[src/rtl/msrv32_imm_gen_pipe.sv]
// rtl/msrv32_imm_gen_pipe.sv - msrv32 decode immediate generator with pc-relative target, valid/ready output stage
// Optional feature macro: MSRV32_IMG_ILLEGAL_CHK_EN (adds illegal_out, flags imm_type_in=111)
module msrv32_imm_gen_pipe #(
  parameter int XLEN  = 32,
  parameter int TAG_W = 5,
  parameter int SKID  = 1
) (
  input  logic             clk_in,
  input  logic             rst_in,
  input  logic             flush_in,
  input  logic             valid_in,
  output logic             ready_out,
  input  logic [24:0]      instr_in,
  input  logic [2:0]       imm_type_in,
  input  logic [XLEN-1:0]  pc_in,
  input  logic [TAG_W-1:0] tag_in,
  output logic             valid_out,
  input  logic             ready_in,
  output logic [XLEN-1:0]  imm_out,
  output logic [XLEN-1:0]  target_out,
  output logic [TAG_W-1:0] tag_out
`ifdef MSRV32_IMG_ILLEGAL_CHK_EN
  ,
  output logic             illegal_out
`endif
);

  // instr_in[k] carries instruction bit k+7, so instruction bit n is instr_in[n-7].
  logic [31:0]     imm32;
  logic [XLEN-1:0] imm_c;
  logic [XLEN-1:0] target_c;

`ifdef MSRV32_IMG_ILLEGAL_CHK_EN
  localparam int EW = 2*XLEN + TAG_W + 1;
  logic illegal_c;
`else
  localparam int EW = 2*XLEN + TAG_W;
`endif

  logic          main_valid;
  logic [EW-1:0] main_q;
  logic [EW-1:0] in_entry;

  // Expand the immediate to 32 bits, then sign-extend to XLEN from bit 31
  always_comb begin
    imm32 = {{20{instr_in[24]}}, instr_in[24:13]};
    case (imm_type_in)
      3'b010:  imm32 = {{20{instr_in[24]}}, instr_in[24:18], instr_in[4:0]};
      3'b011:  imm32 = {{19{instr_in[24]}}, instr_in[24], instr_in[0],
                        instr_in[23:18], instr_in[4:1], 1'b0};
      3'b100:  imm32 = {instr_in[24:5], 12'h000};
      3'b101:  imm32 = {{11{instr_in[24]}}, instr_in[24], instr_in[12:5],
                        instr_in[13], instr_in[23:14], 1'b0};
      3'b110:  imm32 = {27'h0, instr_in[12:8]};
      default: imm32 = {{20{instr_in[24]}}, instr_in[24:13]};
    endcase
    imm_c        = {XLEN{imm32[31]}};
    imm_c[31:0]  = imm32;
`ifdef MSRV32_IMG_ILLEGAL_CHK_EN
    illegal_c = (imm_type_in == 3'b111);
    if (illegal_c) imm_c = '0;
`endif
  end

  assign target_c = pc_in + imm_c;

`ifdef MSRV32_IMG_ILLEGAL_CHK_EN
  assign in_entry    = {illegal_c, imm_c, target_c, tag_in};
  assign illegal_out = main_q[EW-1];
`else
  assign in_entry    = {imm_c, target_c, tag_in};
`endif

  assign valid_out = main_valid;
  assign {imm_out, target_out, tag_out} = main_q[2*XLEN+TAG_W-1:0];

  generate
    if (SKID != 0) begin : g_skid
      logic          skid_valid;
      logic [EW-1:0] skid_q;
      logic          accept;
      logic          drain;

      assign ready_out = !skid_valid && !rst_in;
      assign accept    = valid_in && ready_out && !flush_in;
      assign drain     = main_valid && ready_in;

      // Main/skid pair: skid only fills while main is stalled and refills main when it drains
      always_ff @(posedge clk_in) begin
        if (rst_in) begin
          main_valid <= 1'b0;
          skid_valid <= 1'b0;
          main_q     <= '0;
          skid_q     <= '0;
        end else if (flush_in) begin
          main_valid <= 1'b0;
          skid_valid <= 1'b0;
        end else if (!main_valid || drain) begin
          if (skid_valid) begin
            main_q     <= skid_q;
            main_valid <= 1'b1;
            skid_valid <= 1'b0;
          end else begin
            main_valid <= accept;
            if (accept) main_q <= in_entry;
          end
        end else if (accept) begin
          skid_q     <= in_entry;
          skid_valid <= 1'b1;
        end
      end
    end else begin : g_single
      logic accept;
      logic drain;

      assign ready_out = (!main_valid || ready_in) && !rst_in;
      assign accept    = valid_in && ready_out && !flush_in;
      assign drain     = main_valid && ready_in;

      // Single output register; a new entry may replace the one draining this cycle
      always_ff @(posedge clk_in) begin
        if (rst_in) begin
          main_valid <= 1'b0;
          main_q     <= '0;
        end else if (flush_in) begin
          main_valid <= 1'b0;
        end else if (accept) begin
          main_valid <= 1'b1;
          main_q     <= in_entry;
        end else if (drain) begin
          main_valid <= 1'b0;
        end
      end
    end
  endgenerate

endmodule

[config.mk]
export PLATFORM = sky130hd
export DESIGN_NAME = msrv32_imm_gen_pipe
export DESIGN_NICKNAME = d
export VERILOG_FILES = /design/src/rtl/msrv32_imm_gen_pipe.sv
export SDC_FILE = /design/constraint.sdc
export NUM_CORES = 1
export LEC_CHECK = 0
export CELL_PAD_IN_SITES_DETAIL_PLACEMENT = 1
export CELL_PAD_IN_SITES_GLOBAL_PLACEMENT = 1
export CORE_ASPECT_RATIO = 0.75
export CORE_MARGIN = 5
export CORE_UTILIZATION = 40
export CTS_BUF_LIST = sky130_fd_sc_hd__clkbuf_4 sky130_fd_sc_hd__clkbuf_8
export DETAILED_ROUTE_END_ITERATION = 8
export PLACE_DENSITY = 0.94
export SYNTH_ARGS = -nofsm -noshare
export SYNTH_HDL_FRONTEND = slang
export SYNTH_SLANG_ARGS = --single-unit
[constraint.sdc]
create_clock -name clk_in -period 8.36 [get_ports clk_in]
set_input_delay 2.09 -clock clk_in [delete_from_list [all_inputs] [get_ports clk_in]]
set_output_delay 2.09 -clock clk_in [all_outputs]
set_load 0.02 [all_outputs]
# Word level (Yosys, flattened, before mapping)
# Index checks and enable logic that the tools add are counted.
# classes
add_sub_neg,1
n_eq_ne,5
mux,4
bitwise_logic,2
reduce_logical,14
# ops
cell,n
32-bit case mux with 5 select lines,1
69-bit two-way mux,2
32-bit adder,1
3-bit == test (second input constant),3
3-bit by 2-bit == test with 1-bit output (second input constant),2
3-bit AND reduction,2
1-bit logical AND,4
1-bit logical NOT,4
3-bit OR reduction,1
1-bit inverter,2
2-bit nonzero test,1
2-bit OR reduction,1
1-bit logical OR,1
1-bit two-way mux,1
# totals
reg_bits,140
inputBits,70
out_inout_bits,71

# Depth between registers and ports, before layout
# depth
ltp_word,6
depth_mapped,16
depth_no_buf,15

# Least setup slack after synthesis
# No wires, ideal clock.
# synth_path
path_type,input to output
startpoint,in rst_in
endpoint,out ready_out
arrival_time_ns,3.048
t_required_ns,6.270
slack_ns,3.222
path_stages,4
n_path_buf,3
cell_sequence,clkbuf_1 -> clkbuf_1 -> clkbuf_1 -> nor2_1
# synth_via
elab_chain_len,2
# synth_rtl
item,line_no,rtl
from (decl),9,"input logic rst_in,"
1-bit logical NOT,84,assign ready_out = !skid_valid && !rst_in;
1-bit logical AND,84,
to (decl),12,"output logic ready_out,"
# No other way between the ends.

# Final worst setup path
# layout_path
startpoint,in imm_type_in[1]
endpoint,reg main_q[26]
# layout_via
elab_chain_len,5
elab_cells_between_ends,9
classes_between,add/sub (1); eq/ne (5); mux (3)
# layout_rtl
item,line_no,rtl
from (decl),14,"input logic [2:0] imm_type_in,"
3-bit == test / 3-bit by 2-bit == test with 1-bit output (equally long branches),47,case (imm_type_in)
32-bit case mux with 5 select lines (*),47,
named net imm32[4],29,logic [31:0] imm32;
32-bit adder (*),65,assign target_c = pc_in + imm_c;
69-bit two-way mux (*),105,if (accept) main_q <= in_entry;
69-bit two-way mux (*),99,if (skid_valid) begin
to (signal assigned),100,main_q <= skid_q;
to (signal assigned),105,
to (decl),41,logic [EW-1:0] main_q;
# Mark *: on every way through the listed nets, which the timed path passes. The rest lies on a longest branch. The select of a mux whose other input is x is not followed.
# A chain may end at the register's enable or synchronous reset.

==> results.json <==
{
  "hold_violations": 0,
  "hpwl_um": 20300,
  "vias": 7970,
  "holdPathEnd": "main_q[65]$_SDFFE_PP0P_",
  "holdPathStages": 2,
  "post_cts_resized": 0,
  "hold_buffers": 0,
  "instances_no_fill": 1360,
  "numCtsBuffers": 17,
  "cts_sinks": 140,
  "finish.net_count": 1204,
  "area_growth_pct": 24.9,
  "period_minus_slack_ns": 5.78,
  "synth_nets": 1111,
  "seqPwrFrac_pct": 40.5,
  "cts-root-buf": "clkbuf_8",
  "yosysUniqueCellTypes": 67,
  "rows": 43,
  "r2r_slack_ns": 5.55,
  "critPathKind": "input pin to flip-flop",
  "post-route-drc-count": 0,
  "r2r_cells": 8,
  "yosysWarnings": 0,
  "synth.area.top_cells": "dfxtp_1 36%, nand2_1 8.8%, a21oi_1 8.3%",
  "status": "completed",
  "core_um2": 18700,
  "finalPower_w": 0.00173,
  "initial_core_util_pct": 41.1,
  "timing.setup.tns_ns": 0,
  "drt_iter0_drc": 628,
  "netlist.area_leader.share_pct": 36.5,
  "avgRoutedWirePerCell_um": 20.7,
  "power_density_nw_per_um2": 180,
  "netSwitchingFraction_pct": 32.5,
  "clk_pin_slew_ns": 0.08,
  "clockBufferDepth": 2,
  "timing.final.crit_share_pct": 69.2,
  "ys_ff_latch": 140,
  "setup_violations": 0,
  "rsz0062_at_grt": "false",
  "yosysTopAreaCell": "dfxtp_1",
  "skew_ns": 0.0121,
  "async_reset_ff_share_pct": 0,
  "hold_slack_ns": 0.455,
  "synth_edf_count": 0,
  "io_pins": 141,
  "crit_required_ns": 8.69,
  "path_max_fanout": 13,
  "syn_area_um2": 7680,
  "hold_start": "main_q[65]$_SDFFE_PP0P_",
  "ant_nets": 0,
  "grt-ovfl-total": 0,
  "setup.worst_path.start_class": "input pin",
  "worst_pin_slew_ns": 1.10,
  "max-slew-margin-rel_pct": 26.9,
  "place_congestion": 0.975,
  "power.internal_w": 0.00117,
  "cp.arrival_ns": 6.12,
  "p_leak_nw": 3.56,
  "ys_top_cells_by_count": "180 x nand2_1, 140 x dfxtp_1, 128 x a21oi_1, 86 x nor2_1, 64 x clkbuf_1",
  "ys_seq_area_share_pct": 36.5,
  "r2r_end": "main_q[31]$_SDFFE_PP0P_",
  "antenna_found_initial": 0,
  "firstDrtPassIters": 5,
  "clockPowerShare_pct": 34.4,
  "cts_setup_buffers": 0,
  "wl_um": 28200,
  "min_path_type": "flip-flop to flip-flop",
  "synth.most_common_cell": "nand2_1",
  "place_inst": 1330,
  "drive_gt1_share_pct": 5.12,
  "ir_drop_v": 0.0000826,
  "p_sw_w": 0.000563,
  "fp.dieH_um": 130,
  "dieArea_um2": 22100,
  "fmax_mhz": 173,
  "maxCapViolCount": 0,
  "vias_per_cell": 5.86,
  "regToRegStartpoint": "g_skid.skid_valid$_SDFFE_PP0P_",
  "pwr-share-comb_pct": 25.2,
  "grt_max_degree": 99,
  "io_buffers": 140,
  "syn_inst": 1009,
  "grt.total_usage_pct": 25.3,
  "grt_pass1_wl_um": 44200,
  "synth-main-ff-cell": "dfxtp_1",
  "die_w_um": 170,
  "cts_tree": "done",
  "syn_area_per_cell_um2": 7.61,
  "worstSetupEndpointType": "flip-flop",
  "grt_pass1_vias": 7932,
  "cts_max_level": 4,
  "clkLatencyLatePin_ns": 0.47,
  "num_antenna_cells": 0,
  "drv_slew": 0
}
worst max path at each step:
| stage | depth (start not counted) | slack (ns) | startpoint | to |
|---|---|---|---|---|
| 6_report | 13 | 2.58 | imm_type_in[1] | main_q[26]$_SDFFE_PP0P_ |
| 5_1_grt | 13 | 2.38 | imm_type_in[1] | main_q[26]$_SDFFE_PP0P_ |
| 4_1_cts | 13 | 2.68 | imm_type_in[1] | main_q[26]$_SDFFE_PP0P_ |
| 3_5_place_dp | 13 | 2.20 | imm_type_in[1] | main_q[26]$_SDFFE_PP0P_ |
| 3_3_place_gp | 13 | 2.31 | imm_type_in[1] | main_q[34]$_SDFFE_PP0P_ |
| 2_1_floorplan | 4 | 3.22 | rst_in | ready_out |
cell type report:
cell class,instances,area [um^2]
timing repair buffer,147,1450
clock inverter,10,140
multi-input combinational,759,4480
tap,247,309
fill,2259,9070
inverter,37,139
clock buffer,20,275
sequential,140,2800
state kept, by name, indices dropped and copies added, names as in the netlist:
name,cells
g_skid.skid_q,69
g_skid.skid_valid,1
main_q,69
valid_out,1
power by group through the flow:
stage | logic, W | registers (W) | clock network [W]
floorplan | 0.000238 | 0.000736 | 0
global placement | 0.000418 | 0.000715 | 0
detailed placement | 0.000426 | 0.000716 | 0
global route | 0.000465 | 0.000703 | 0.000640
finish | 0.000436 | 0.000700 | 0.000595
CTS | 0.000430 | 0.000701 | 0.000606
per-layer routing:
layer	part of all wire (%)	global-route usage [%]	vias to the layer above
met5	0	0	-
met4	2.2	7.46	0
met3	6.6	4.94	40
met2	46	40.3	265
met1	46	35.0	3907
li1	-	-	3758
cells by family after synthesis:
kind of cell	after synthesis	synth area share [%]
buffers and inverters	110	5.41
XOR/XNOR	23	2.62
AO/OA/AOI/OAI	330	27.8
AND/OR/NAND/NOR	360	20.5
flip-flops	140	36.5
multiplexers	14	1.82
adder cells (fa/ha/maj)	32	5.31
placed cells by master, fill, tap and decap left out, types with 14 or more instances in the layout:
| cell | count |
|---|---|
| o211ai_1 | 16 |
| inv_1 | 36 |
| clkdlybuf4s50_1 | 139 |
| nor2_1 | 86 |
| nand3_1 | 23 |
| ha_1 | 31 |
| nand2_1 | 180 |
| o21ai_0 | 48 |
| a211oi_1 | 39 |
| clkbuf_8 | 20 |
| mux2i_1 | 14 |
| a21oi_1 | 128 |
| dfxtp_1 | 139 |
worst max-delay path, cell delays in order:
cell and delay [ns]:
clkdlybuf4s50_1 0.79, inv_1 0.11, nor2_1 0.21, a221oi_1 0.11, a21oi_1 0.49, ha_1 0.41, a21oi_1 0.25, o211ai_2 0.16
a221oi_4 0.42, o221ai_4 0.25, a211oi_4 0.40, xor2_1 0.29, o22ai_1 0.13
metrics by stage:
stage	area, um^2	util, %	worst slack (ns)
after floorplan	7680	-	3.22
after global placement	9180	49.2	2.31
after CTS	9590	51.4	2.68
after global routing	9590	51.4	2.38
after detailed placement	9180	49.2	2.20
final	9590	51.4	2.58
Power figures use the tool's default switching activity.
